<file path="config.mk">
export PLATFORM = sky130hd
export DESIGN_NAME = conv_acc_sequencer
export DESIGN_NICKNAME = d
export VERILOG_FILES = /design/src/rtl/conv_acc_sequencer.sv
export SDC_FILE = /design/constraint.sdc
export NUM_CORES = 1
export LEC_CHECK = 0
export ABC_AREA = 1
export BUFFER_PORTS_ARGS = -buffer_cell sky130_fd_sc_hd__buf_2
export CORE_AREA = 5 5 95 115
export DETAILED_ROUTE_END_ITERATION = 10
export DIE_AREA = 0 0 100 120
export GPL_ROUTABILITY_DRIVEN = 0
export GPL_TIMING_DRIVEN = 0
export PLACE_DENSITY = 0.86
export SKIP_LAST_GASP = 1
export SLEW_MARGIN = 10
export SYNTH_ARGS = -nofsm -noshare
export SYNTH_HDL_FRONTEND = slang
export SYNTH_SLANG_ARGS = --single-unit
</file>
<file path="constraint.sdc">
create_clock -name cpu_clk_g -period 6.91 [get_ports cpu_clk_g]
set_input_delay 0.3455 -clock cpu_clk_g [delete_from_list [all_inputs] [get_ports cpu_clk_g]]
set_output_delay 0.3455 -clock cpu_clk_g [all_outputs]
set_load 0.1 [all_outputs]
</file>
<file path="src/rtl/conv_acc_sequencer.sv">
// conv_acc_sequencer
// Shares the convolution accelerator's 6-bit word-addressed slave port between
// the CPU external bus and an internal job engine. The CPU always wins because
// the EXT bus cannot stall. The engine loads LEN operand words from a stream,
// writes START, polls STATUS until done, reads RESULT and offers it on an
// output stream.
// Optional build macro: CONV_SEQ_PERF_EN adds a per-job cycle counter that is
// readable at config address 3. Without it, address 3 reads as zero.
module conv_acc_sequencer #(
    parameter logic [5:0] DATA_BASE    = 6'd0,
    parameter int         DATA_DEPTH   = 32,
    parameter logic [5:0] START_ADDR   = 6'd62,
    parameter logic [5:0] STATUS_ADDR  = 6'd63,
    parameter logic [5:0] RESULT_ADDR  = 6'd61,
    parameter int         POLL_TIMEOUT = 1024
) (
    input  logic        cpu_clk_g,
    input  logic        reset_button,
    input  logic        cpu_en,
    input  logic        cpu_we,
    input  logic [5:0]  cpu_addr,
    input  logic [31:0] cpu_din,
    input  logic        cfg_en,
    input  logic        cfg_we,
    input  logic [1:0]  cfg_addr,
    input  logic [31:0] cfg_wdata,
    output logic [31:0] cfg_rdata,
    input  logic        s_valid,
    input  logic [31:0] s_data,
    output logic        s_ready,
    output logic        m_valid,
    output logic [31:0] m_data,
    input  logic        m_ready,
    output logic        acc_en,
    output logic        acc_we,
    output logic [5:0]  acc_addr,
    output logic [31:0] acc_din,
    input  logic [31:0] acc_dout,
    output logic        busy
);

    localparam logic [2:0] IDLE   = 3'd0;
    localparam logic [2:0] LOAD   = 3'd1;
    localparam logic [2:0] START  = 3'd2;
    localparam logic [2:0] POLL   = 3'd3;
    localparam logic [2:0] POLL_W = 3'd4;
    localparam logic [2:0] READ   = 3'd5;
    localparam logic [2:0] READ_W = 3'd6;
    localparam logic [2:0] OUT    = 3'd7;

    localparam int            PW         = $clog2(POLL_TIMEOUT + 1);
    localparam logic [PW-1:0] POLL_LIMIT = PW'(POLL_TIMEOUT);
    localparam logic [5:0]    DEPTH_LEN  = 6'(DATA_DEPTH);

    logic [2:0]    state;
    logic [5:0]    idx;
    logic [5:0]    len;
    logic [PW-1:0] poll_cnt;
    logic          auto_mode;
    logic          done;
    logic          timeout_err;
    logic          owner_ff;
    logic [7:0]    job_count;

    logic          eng_en;
    logic          eng_we;
    logic [5:0]    eng_addr;
    logic [31:0]   eng_din;
    logic          grant;
    logic          ctrl_wr;
    logic          go_req;
    logic          clr_req;
    logic [5:0]    len_wr;
    logic [5:0]    idx_next;
    logic [PW-1:0] poll_next;
    logic          poll_expired;
    logic          status_done;
    logic          timeout_fire;
    logic          out_fire;
    logic [31:0]   perf_value;
    logic          unused_cfg_bits;

    assign grant        = !cpu_en;
    assign ctrl_wr      = cfg_en && cfg_we && (cfg_addr == 2'd0);
    assign go_req       = ctrl_wr && cfg_wdata[0] && (state == IDLE);
    assign clr_req      = ctrl_wr && cfg_wdata[2];
    assign len_wr       = (cfg_wdata[5:0] > DEPTH_LEN) ? DEPTH_LEN : cfg_wdata[5:0];
    assign idx_next     = idx + 6'd1;
    assign poll_next    = poll_cnt + PW'(1);
    assign poll_expired = (poll_next == POLL_LIMIT);
    assign status_done  = owner_ff && acc_dout[0];
    assign timeout_fire = poll_expired &&
                          ((state == POLL) || ((state == POLL_W) && !status_done));
    assign out_fire     = (state == OUT) && m_ready;

    assign s_ready  = (state == LOAD) && grant;
    assign busy     = (state != IDLE);
    assign acc_en   = cpu_en | eng_en;
    assign acc_we   = cpu_en ? cpu_we   : eng_we;
    assign acc_addr = cpu_en ? cpu_addr : eng_addr;
    assign acc_din  = cpu_en ? cpu_din  : eng_din;

    assign unused_cfg_bits = &{1'b0, cfg_wdata[31:6]};

    // Build the engine's port request for the current state (issued only when granted).
    always_comb begin
        eng_en   = 1'b0;
        eng_we   = 1'b0;
        eng_addr = 6'd0;
        eng_din  = 32'd0;
        case (state)
            LOAD: begin
                eng_en   = s_valid;
                eng_we   = 1'b1;
                eng_addr = DATA_BASE + idx;
                eng_din  = s_data;
            end
            START: begin
                eng_en   = 1'b1;
                eng_we   = 1'b1;
                eng_addr = START_ADDR;
                eng_din  = 32'd1;
            end
            POLL: begin
                eng_en   = 1'b1;
                eng_addr = STATUS_ADDR;
            end
            READ: begin
                eng_en   = 1'b1;
                eng_addr = RESULT_ADDR;
            end
            default: begin
            end
        endcase
    end

    // Job FSM, config registers, read ownership tracking and result register.
    always_ff @(posedge cpu_clk_g or posedge reset_button) begin
        if (reset_button) begin
            state       <= IDLE;
            idx         <= 6'd0;
            len         <= DEPTH_LEN;
            poll_cnt    <= '0;
            auto_mode   <= 1'b0;
            done        <= 1'b0;
            timeout_err <= 1'b0;
            owner_ff    <= 1'b0;
            job_count   <= 8'd0;
            m_valid     <= 1'b0;
            m_data      <= 32'd0;
        end else begin
            owner_ff <= grant && eng_en && !eng_we;
            if (ctrl_wr) begin
                auto_mode <= cfg_wdata[1];
            end
            if (cfg_en && cfg_we && (cfg_addr == 2'd1)) begin
                len <= len_wr;
            end
            if (clr_req) begin
                done        <= 1'b0;
                timeout_err <= 1'b0;
            end
            case (state)
                IDLE: begin
                    if (go_req) begin
                        idx   <= 6'd0;
                        state <= (len == 6'd0) ? START : LOAD;
                    end
                end
                LOAD: begin
                    if (s_valid && grant) begin
                        idx <= idx_next;
                        if (idx_next == len) begin
                            state <= START;
                        end
                    end
                end
                START: begin
                    if (grant) begin
                        poll_cnt <= '0;
                        state    <= POLL;
                    end
                end
                POLL: begin
                    poll_cnt <= poll_next;
                    if (timeout_fire) begin
                        timeout_err <= 1'b1;
                        job_count   <= job_count + 8'd1;
                        state       <= IDLE;
                    end else if (grant) begin
                        state <= POLL_W;
                    end
                end
                POLL_W: begin
                    poll_cnt <= poll_next;
                    if (status_done) begin
                        state <= READ;
                    end else if (timeout_fire) begin
                        timeout_err <= 1'b1;
                        job_count   <= job_count + 8'd1;
                        state       <= IDLE;
                    end else begin
                        state <= POLL;
                    end
                end
                READ: begin
                    if (grant) begin
                        state <= READ_W;
                    end
                end
                READ_W: begin
                    if (owner_ff) begin
                        m_data  <= acc_dout;
                        m_valid <= 1'b1;
                        state   <= OUT;
                    end else begin
                        state <= READ;
                    end
                end
                OUT: begin
                    if (out_fire) begin
                        m_valid   <= 1'b0;
                        done      <= 1'b1;
                        job_count <= job_count + 8'd1;
                        if (auto_mode) begin
                            idx   <= 6'd0;
                            state <= (len == 6'd0) ? START : LOAD;
                        end else begin
                            state <= IDLE;
                        end
                    end
                end
                default: state <= IDLE;
            endcase
        end
    end

`ifdef CONV_SEQ_PERF_EN
    logic [31:0] perf_cnt;
    logic        perf_run;

    assign perf_value = perf_cnt;

    // Count cycles from job launch until the result handshake or a poll timeout, saturating.
    always_ff @(posedge cpu_clk_g or posedge reset_button) begin
        if (reset_button) begin
            perf_cnt <= 32'd0;
            perf_run <= 1'b0;
        end else begin
            if (go_req || clr_req) begin
                perf_cnt <= 32'd0;
            end else if (perf_run && (perf_cnt != 32'hFFFF_FFFF)) begin
                perf_cnt <= perf_cnt + 32'd1;
            end
            if (go_req) begin
                perf_run <= 1'b1;
            end else if (out_fire || timeout_fire) begin
                perf_run <= 1'b0;
            end
        end
    end
`else
    assign perf_value = 32'd0;
`endif

    // Registered config read port; the value is presented one cycle after the request.
    always_ff @(posedge cpu_clk_g or posedge reset_button) begin
        if (reset_button) begin
            cfg_rdata <= 32'd0;
        end else if (cfg_en && !cfg_we) begin
            case (cfg_addr)
                2'd2:    cfg_rdata <= {16'd0, job_count, 5'd0, timeout_err, done, busy};
                2'd3:    cfg_rdata <= perf_value;
                default: cfg_rdata <= 32'd0;
            endcase
        end
    end

endmodule

</file>
==> reports/summary.txt <==
Clock root cell = clkbuf_16
TritonCTS sink count = 82
Synth Register Bits = 82
Worst Tran Pin Value = 0.6342 ns
Post-Place Cells = 954
Clock latency on the worst-skew pair = 0.33 ns
Highest metal used = met5
Total track usage = 22.91%
LEAKAGE = 3.284 nW
Delay-heaviest family, CP = buffers and inverters
First-pass GRT wire length = 22190 um
CP Buf/Inv Count = 4
Final hold vios = 0
Sequential fraction of the synthesis area = 44.68%
H-tree levels = 3
I/O Buffers = 203
Via count = 4838
Initial antenna violation count = 3
Part of the cycle the worst path needs = 41.80%
Vias in the first global route = 4692
Met2 wire len = 6734 um
Die height = 120 um
Max cap viols = 0
Yosys warnings = 0
Synth Flop Type = dfrtp_1
Initial DRC count = 192
CP Class = reg -> out
Critical path endpoint category = output pin
Worst vdd ir = 0.0002435 V
Final Net Count = 986
Initial Util = 47.09%
Share of layout cells above drive strength 1 = 31.52%
Worst Path Required = 6.56 ns
Drt total wl = 13930 um
Finished Layout Cells = 971
Pre-antenna DRT Iters = 5
Reg2Reg Launch Point = poll_cnt[1]$_DFFE_PP0P_
HPWL Detailed = 11190 um
EDFF count, synth = 0
Hold buffer count at cts = 0
WL met3 = 1365 um
DRT met1 WL = 5592 um
Syn Inst Count = 604
Final Max Tran Viols = 0
Multi-input logic area = 2101 um2
Routed vias/inst = 4.982
Inserted Clock Buffers = 9
Unrepaired setup endpoints after global routing = no
Clock buffer depth = 2
PwrDens = 480.3 nW/um2
Clock slew at the register clock pins of the worst setup and hold paths = 0.06 ns
Residual DRC = 0
Worst path cell trace = inv_1 -> nand2_1 -> inv_1 -> nand2_1 -> nor2_1 -> buf_2 -> a22o_1 -> buf_2
Clock skew = 0.007442 ns
Synth Cell Area = 4596 um2
Seq. cell area = 2053 um2
Synth Area per Inst = 7.609 um2
Largest net degree at the start of global routing = 53
Filler Cell Count = 895
Critical path peak fanout = 10
Headroom to the max-slew limit = 57.56%
Die Wd = 100 um
CP max-delay cell = buf_2
Num ports = 251
Die area = 12000 um2
Ys async rst share = 100.0%
Routed Antenna Nets = 0
Post-route minimum period = 2.888 ns
Hold Crit Class = in -> async
Run status = complete, no violations
CTS resizes = 0
Synth area leaders = dfrtp_1 44%, nand2_1 16%, a22o_1 5.9%
Placement Rows = 40
Worst Path Arrival = 2.54 ns
FMAX = 346.2 MHz
Final setup viols = 0
Count of cell types in the netlist = 36
Routed len/inst = 14.35 um
Area leader, netlist = dfrtp_1
Total core area = 9759 um2
CTS tree = done
Share of the synthesized area in the top cell type = 44.11%
Worst path max stage delay = 0.45 ns
Crit start category = flip-flop
Area delta synth->final = 34.44%
Setup bufs post-CTS = 0
Crit. Startpoint = state[1]$_DFFE_PP0P_
Post-route setup TNS = 0 ns
Gr ovfl total = 0
-- cells by family (layout without fill, tap and decap cells) --
logic type,count (synthesis),after routing,share of synthesized area (%)
buf+inv,111,331,11.24
simple gates,290,290,26.08
xor+xnor,10,10,2.205
flops,82,82,44.68
fa+ha+maj,3,3,0.8169
compound gates,107,107,14.89
other cells,1,22,0.08160
-- worst reg2reg max path, stage by stage (launching register included) --
cell      delay [ns]
dfrtp_1         0.41
ha_1            0.25
nand3_2         0.11
nor2_2          0.14
nand2_1         0.08
nand2_2         0.10
nand3_1         0.08
nor2_1          0.13
nand3_2         0.12
nand2_2         0.10
nand2_4         0.07
clkinv_2        0.07
buf_6           0.14
nand3_2         0.07
nand2_1         0.07
-- final cells by class --
class / count / area share [%]
diodes: 1 / 0.04050
plain buffers: 42 / 4.151
clock buffers: 9 / 3.645
clock inverters: 7 / 1.235
inverters: 69 / 4.253
multi-input cells: 431 / 34.00
flip-flops and latches: 82 / 33.23
well taps: 126 / 2.552
repair buffers: 204 / 16.89
-- layer usage --
metal / GRT usage (%) / up-vias
met3: 6.047 / 28
met1: 29.77 / 2204
li1: - / 2383
met4: 6.571 / 4
met5: 0 / -
met2: 37.56 / 219
-- registers in the layout, summed over array words and instances, names as in the netlist --
name         cells
cfg_rdata       11
idx              6
owner_ff         1
timeout_err      1
state            3
len              6
job_count        8
m_data          32
poll_cnt        11
m_valid          1
auto_mode        1
done             1
-- metrics by stage --
stage	util (%)	worst slack [ns]	hold slack [ns]	total power, W	area (um2)
2_1_floorplan	-	3.618	0.4342	0.002181	4671
3_3_place_gp	59.88	3.541	0.4488	0.002465	5844
3_5_place_dp	60.19	4.453	0.3770	0.002490	5874
4_1_cts	63.28	4.076	0.01543	0.002978	6176
5_1_grt	63.31	3.850	0.04777	0.003121	6178
6_report	63.31	4.022	0.01086	0.002967	6178
-- Yosys cell counts, drive strengths merged (6+ instances only) --
cell type / count
nand2: 206
a21oi: 8
nand3: 30
inv: 66
o22ai: 10
clkbuf: 15
nand4: 7
xor2: 6
a22o: 31
buf: 27
dfrtp: 81
o21ai: 51
nor2: 42
-- placed cells by master (no fill, tap or decap), drive strengths merged --
cell type,count
buf,231
nand2,206
dfrtp,81
inv,68
o21ai,51
nor2,42
a22o,31
nand3,30
clkbuf,24
conb,21
o22ai,10
a21oi,8
nand4,7
xor2,6
clkinv,5
nor3,4
xnor2,3
ha,3
o21bai,2
o221ai,2
clkinvlp,2
diode,1
xnor3,1
a31oi,1
nor4,1
o211ai,1
a2bb2oi,1
bufinv,1
dfstp,1
-- power by group --
part | internal (W) | switching [W] | total (W) | leakage, nW
logic | 0.000315 | 0.00145 | 0.00177 | 2.19
registers | 0.000629 | 0.0000921 | 0.000721 | 0.950
clock network | 0.000282 | 0.000197 | 0.000480 | 0.142
total | 0.00123 | 0.00174 | 0.00297 | 3.28
-- worst paths after layout --
check	end	slack [ns]	cells past startpoint
setup / recovery	acc_din[3]	4.02	8
hold / removal	m_data[8]$_DFFE_PP0P_	0.01	2
setup reg to reg	job_count[6]$_DFFE_PP0P_	4.93	14
hold reg to reg	m_data[20]$_DFFE_PP0P_	0.46	2
max in group asynchronous	len[5]$_DFFE_PP1P_	6.26	3
min in group cpu_clk_g	m_data[15]$_DFFE_PP0P_	0.21	3
Power figures use the tool's default switching activity.
